## src/rtl/countdown_pkg.sv

```systemverilog
// Shared types and reset values for the countdown timer.
package countdown_pkg;

  typedef enum logic [1:0] {
    IDLE = 2'd0,
    RUN  = 2'd1,
    DONE = 2'd2
  } state_t;

  localparam state_t STATE_RST = IDLE;
  localparam logic   FLAG_RST  = 1'b0;
  localparam logic   Q_BIT_RST = 1'b0;

endpackage

```

## src/rtl/countdown_timer_down_cell.sv

```systemverilog
// One bit of the down-counter: loadable toggle cell with a combinational borrow chain.
module down_cell
  import countdown_pkg::*;
(
  input  logic clk,
  input  logic reset,
  input  logic load,
  input  logic load_bit,
  input  logic en,
  input  logic borrow_in,
  output logic q,
  output logic borrow_out
);

  always_ff @(posedge clk) begin
    if (reset) begin
      q <= Q_BIT_RST;
    end else if (load) begin
      q <= load_bit;
    end else if (en && borrow_in) begin
      q <= ~q;
    end
  end

  // A zero bit passes the borrow upward; a one bit absorbs it.
  assign borrow_out = borrow_in & ~q;

endmodule

```

## src/rtl/countdown_timer.sv

```systemverilog
// Loadable down-counter with run/stop control and a one-cycle terminal-count pulse.
// Define COUNTDOWN_AUTO_RELOAD_EN to reload from the reload register on expiry instead of stopping in DONE.
module countdown_timer
  import countdown_pkg::*;
#(
  parameter int unsigned WIDTH = 4
) (
  input  logic             clk,
  input  logic             reset,
  input  logic             load,
  input  logic [WIDTH-1:0] load_val,
  input  logic             start,
  input  logic             stop,
  output logic [WIDTH-1:0] q,
  output logic             tc,
  output logic             busy,
  output logic             done
);

  state_t           state, state_next;
  logic [WIDTH-1:0] reload;
  logic [WIDTH-1:0] cell_data;
  logic [WIDTH:0]   borrow;
  logic             cell_load, dec_en, reload_we, tc_next;
  logic             q_zero, q_one;

  // Borrow that survives every cell means all bits are zero.
  assign borrow[0] = 1'b1;
  assign q_zero    = borrow[WIDTH];
  assign q_one     = (q == WIDTH'(1));

  for (genvar i = 0; i < WIDTH; i++) begin : g_cell
    down_cell u_cell (
      .clk        (clk),
      .reset      (reset),
      .load       (cell_load),
      .load_bit   (cell_data[i]),
      .en         (dec_en),
      .borrow_in  (borrow[i]),
      .q          (q[i]),
      .borrow_out (borrow[i+1])
    );
  end

  always_ff @(posedge clk) begin
    if (reset) begin
      state <= STATE_RST;
    end else begin
      state <= state_next;
    end
  end

  // Next state and cell controls; request priority is stop > load > start.
  always_comb begin
    state_next = state;
    cell_load  = 1'b0;
    cell_data  = load_val;
    dec_en     = 1'b0;
    reload_we  = 1'b0;
    tc_next    = 1'b0;
    unique case (state)
      IDLE: begin
        if (stop) begin
          state_next = IDLE;
        end else if (load) begin
          cell_load = 1'b1;
          reload_we = 1'b1;
        end else if (start) begin
          if (q_zero) begin
            state_next = DONE;
            tc_next    = 1'b1;
          end else begin
            state_next = RUN;
          end
        end
      end
      RUN: begin
        if (stop) begin
          state_next = IDLE;
        end else if (q_zero) begin
`ifdef COUNTDOWN_AUTO_RELOAD_EN
          cell_load = 1'b1;
          cell_data = reload;
          tc_next   = (reload == '0);
`else
          state_next = DONE;
          tc_next    = 1'b1;
`endif
        end else begin
          dec_en = 1'b1;
          if (q_one) begin
            tc_next = 1'b1;
`ifdef COUNTDOWN_AUTO_RELOAD_EN
            state_next = RUN;
`else
            state_next = DONE;
`endif
          end
        end
      end
      DONE: begin
        if (stop) begin
          state_next = IDLE;
        end else if (load) begin
          cell_load  = 1'b1;
          reload_we  = 1'b1;
          state_next = IDLE;
        end else if (start) begin
          cell_load  = 1'b1;
          cell_data  = reload;
          state_next = RUN;
        end
      end
      default: state_next = IDLE;
    endcase
  end

  // Reload register and registered status outputs.
  always_ff @(posedge clk) begin
    if (reset) begin
      reload <= {WIDTH{Q_BIT_RST}};
      tc     <= FLAG_RST;
      busy   <= FLAG_RST;
      done   <= FLAG_RST;
    end else begin
      if (reload_we) begin
        reload <= load_val;
      end
      tc   <= tc_next;
      busy <= (state_next == RUN);
      done <= (state_next == DONE);
    end
  end

endmodule
```

## config.mk

```make
export PLATFORM = sky130hd
export DESIGN_NAME = countdown_timer
export DESIGN_NICKNAME = d
export VERILOG_FILES = /design/src/rtl/countdown_pkg.sv /design/src/rtl/countdown_timer_down_cell.sv /design/src/rtl/countdown_timer.sv
export SDC_FILE = /design/constraint.sdc
export NUM_CORES = 1
export LEC_CHECK = 0
export CAP_MARGIN = 20
export CORE_UTILIZATION = 45
export DETAILED_ROUTE_END_ITERATION = 8
export HOLD_SLACK_MARGIN = 0.06
export PLACE_DENSITY = 0.75
export REMOVE_ABC_BUFFERS = 1
export SETUP_SLACK_MARGIN = 0.3
export SLEW_MARGIN = 20
export SYNTH_ARGS = -nofsm -noshare
export SYNTH_HDL_FRONTEND = slang
export SYNTH_SLANG_ARGS = --single-unit
export TNS_END_PERCENT = 10
```

## constraint.sdc

```tcl
create_clock -name clk -period 5.5 [get_ports clk]
set_clock_uncertainty 0.2 [all_clocks]
set_input_delay 1.1 -clock clk [delete_from_list [all_inputs] [get_ports clk]]
set_output_delay 1.1 -clock clk [all_outputs]
set_load 0.01 [all_outputs]
```

Yosys cells after proc, flatten, opt, wreduce, memory -nomap -nowiden
Index checks and enable logic that the tools add are counted.
{ "totals": {"inputBits": 9, "wordCells": 71, "reg_bits": 13, "output_inout_bits": 7} }
{ "op_classes": {"muxes": 41, "bitwise": 7, "n_reduce_logical": 9, "n_eq_ne": 5} }
{ "ops": {"columns": ["op", "count"], "rows": [
  ["$mux 1", 24],
  ["$mux 2", 10],
  ["$mux 4", 4],
  ["$reduce_bool 2->1", 4],
  ["$pmux 2 s3", 1],
  ["$eq 2x1->1 const B", 2],
  ["$eq 2x2->1 const B", 2],
  ["$eq 4x1->1 const B", 1],
  ["$not 1->1", 4],
  ["$pmux 1 s2", 2],
  ["$and 1x1->1", 3],
  ["$logic_and 1x1->1", 3],
  ["$logic_not 2->1", 1],
  ["$reduce_or 2->1", 1]
]} }

Depth between registers and ports, before layout
{ "logic_depth": {"word_depth": 10, "mapped_depth": 4, "depth_no_buf": 3} }

By module
A second synthesis with hierarchy kept.
{ "hier_totals": {"cells_unflattened": 68, "hier_area_um2": 711.9} }
{ "by_module_without_submodules": {"columns": ["module", "area_each_um2", "instances", "cells_per_inst", "seq_area_each_um2"], "rows": [
  ["countdown_timer", 461.7, 1, 44, 180.2],
  ["down_cell", 62.6, 4, 6, 20.0]
]} }

Worst setup path before layout
No wires, ideal clock.
{ "synth_timing": {"kind": "input to register", "start": "in stop", "end": "reg g_cell[2].u_cell.q", "setup_slack_ps": 2808, "t_arrival_ps": 2401, "setup_ps": 91, "t_required_ps": 5209, "path_buffers": 1, "cell_stages": 4, "cell_sequence": "buf_6 > or4b_4 > or4b_1 > a311oi_1"} }
{ "synth_between": {"elab_chain_cells": 4, "word_cells_on_any_way": 10, "classes_between": "8 x mux; 2 x reduce/logical"} }
{ "synth_rtl": {"columns": ["element", "line_no", "rtl"], "rows": [
  ["start, declared", "countdown_timer.sv:13", "input logic stop,"],
  ["$mux 1", "countdown_timer.sv:78", "if (stop) begin"],
  ["$mux 1", "countdown_timer.sv:61", "unique case (state)"],
  ["$logic_and 1x1->1", "countdown_timer_down_cell.sv:20", "end else if (en && borrow_in) begin"],
  ["$reduce_bool 2->1 (no line)", null, null],
  ["end signal, assigned", "countdown_timer_down_cell.sv:19", "q <= load_bit;"],
  ["end signal, assigned", "countdown_timer_down_cell.sv:21", "q <= ~q;"],
  ["end, declared", "countdown_timer_down_cell.sv:11", "output logic q,"]
]} }
Several ways; a longest one is shown, not always the timed one.
A chain may end at the register's enable or synchronous reset.

Worst setup path in the final report
Ends and elaborated chain as after synthesis.

==> impl_metrics.toml <==
[run_status]
outcome = "completed"

[run]
max-cap-violations = 0

[sta]
max_freq_mhz = 341
holdWs_ns = 0.300
hold_violations = 0
period_minus_slack_ns = 2.93
setup_viol = 0
relSlewSlack_pct = 68.9
tns_ns = 0
worst_pin_slew_ns = 0.465
rsz0062_at_grt = "no"
slew_viol_final = 0
fin_crit_sh_pct = 53.3

[yosys]
synth_edf_count = 0
synth_area_um2 = 687
synth_fa_ha_area_share_pct = 0
ys_top_cells_by_count = "dfxtp_1 (13), a21oi_1 (7), nor2_1 (6)"
ys_ff_latch = 13
synth.most_common_cell = "dfxtp_1"
synth_top_family_by_area = "simple AND/OR/NAND/NOR gates"
synth-simple-area-share_pct = 31.1
synth_compound_area_share_pct = 15.8
synth_top_area_share_pct = 37.9
synthArstFlopShare_pct = 0
syn_area_per_cell_um2 = 9.04
ys.flop_type = "dfxtp_1"
synth_cell_types = 28
ys_seq_area_share_pct = 37.9
ys_warn_count = 0
synthXorXnorAreaFrac_pct = 0
synth_mux_area_share_pct = 5.83
synth_area_leaders = "dfxtp_1 (38%), mux2i_1 (5.8%), buf_4 (5.5%)"
synth_area_leader_cell = "dfxtp_1"
synthCells = 76

[setup_path]
crit_path_top_delay_cell = "or4b_4"
path_max_fanout = 8
crit_required_ns = 5.48
path_cells = "clkdlybuf4s50_1 > or4b_4 > or4b_1 > a311oi_1"
crit_buf_inv = 1
timing.rr.end = "g_cell[2].u_cell.q"
critical_path.endpoint = "g_cell[2].u_cell.q"
crit_cells = 4
rrSetupSlack_ns = 3.50
cp.arrival_ns = 2.92
r2r_start = "state[0]"
cpLargestDelayFamily = "simple AND/OR/NAND/NOR gates"
worstSetupPathType = "input pin to flop"
startpoint_type = "input pin"
cp_slowest_stage_delay_ns = 0.56
crit_start = "stop"
critPathCaptureType = "flop"
r2r_cells = 3

[clock_tree]
clkLatencyLatePin_ns = 0.27
cts_sinks = 13
path_clk_slew_ns = 0.08
cts.htree.levels = 1
post_cts_buffers = 0
cts_root_buf = "clkbuf_4"
cts-resized-gates = 0
cts_made_buffers = 3
cts_hold_buffers = 0
clk_path_buf_depth = 2
cts_tree = "yes"

[placement]
placed_cell_area_um2 = 796
io_buffers = 15
post-dp-hpwl_um = 880
gp_congestion = 0.830
dpl.cell_count = 97

[routing]
drt_first_iter_violations = 8
route.antenna.remaining_nets = 0
drt_wl_total_mm = 1.24
avgRoutedWirePerCell_um = 12.2
vias = 564
vias_per_cell = 5.58
drc = 0
dr.pass1.iters = 3

[global_route]
antenna_found_initial = 0
grt_first_pass_wirelength_mm = 1.93
overflow = 0
grt.total_usage_pct = 17.5
grt_pass1_vias = 463
grt_max_degree = 14

[finish]
drive_gt1_share_pct = 9.30
final_core_util_pct = 60.2
finalInstanceArea_um2 = 822
nNetsFinal = 96
syn_to_final_growth_pct = 19.7
antenna_cells = 0
stdcell_count = 101

[worst_hold_path]
hp-class = "flop to flop"

[die]
die_y_um = 41.1
die_area_um2 = 1690
start_util_pct = 50.3
core_um2 = 1370
rows = 13
dieWidth_um = 41.1
ios = 16

[power]
ir_worst_vdd_uv = 152
power.density_nw_per_um2 = 237
leakagePower_uw = 0.000278
[routing by layer]
metal	routed length [um]	up-vias	global-route usage [%]
li1	-	296	-
met1	667	255	24.7
met2	510	13	24.2
met3	60	0	4.89
met4	0	0	7.50
met5	0	-	0
[cell usage in the layout, fill, tap and decap left out, types with 2 or more instances in the layout]
master / instances
mux2i_1: 4
a21oi_1: 7
a311oi_1: 3
or2_2: 2
nand2b_1: 4
nand2_1: 2
clkbuf_4: 3
or3_1: 2
clkdlybuf4s50_1: 15
o21ai_0: 4
nor2_1: 6
or4bb_1: 3
nor4_1: 3
dfxtp_1: 13
nor3_1: 2
[worst register-to-register path, cell delays in order, from the launching register on]
cell      delay, ns
dfxtp_1        0.47
or4b_4         0.53
or4b_1         0.47
a311oi_1       0.25
[final cells by class]
type                    count  area [um2]
clock buffers               4        26.3
fillers                   133         544
inverters                   1        3.75
multi-input cells          53         363
flip-flops and latches     13         260
well taps                  15        18.8
repair buffers             15         150
[where the power goes]
group	switching, uW	total (uW)	internal, uW
clock	30.3	58.4	28.1
combinational	14.8	33.5	18.7
sequential	4.50	103	98.7
total	49.6	195	145
[worst min-delay path by stage]
stage | start | endpoint | slack [ns] | cells past startpoint
after floorplan | reload[0] | reload[0] | 0.25 | 2
after global placement | reload[0] | reload[0] | 0.27 | 2
after detailed placement | reload[2] | reload[2] | 0.29 | 2
after CTS | reload[0] | reload[0] | 0.31 | 2
after global routing | reload[2] | reload[2] | 0.33 | 2
final | reload[2] | reload[2] | 0.30 | 2
[state kept, by name, summed over array words and instances (netlist names)]
register         flops
state                2
busy                 1
reload               4
g_cell.u_cell.q      4
done                 1
tc                   1
[cells by family (layout without fill, tap and decap cells)]
| family | Yosys count | in the layout |
|---|---|---|
| simple gates | 32 | 32 |
| flops | 13 | 13 |
| mux | 4 | 4 |
| buf+inv | 10 | 20 |
| compound gates | 17 | 17 |
[per-stage QoR]
| stage | setup WS, ns | power (uW) |
|---|---|---|
| floorplan | 2.92 | 121 |
| global placement | 2.32 | 139 |
| detailed placement | 2.28 | 139 |
| CTS | 2.56 | 196 |
| global route | 2.48 | 205 |
| finish | 2.57 | 195 |
(Power assumes the default switching activity.)
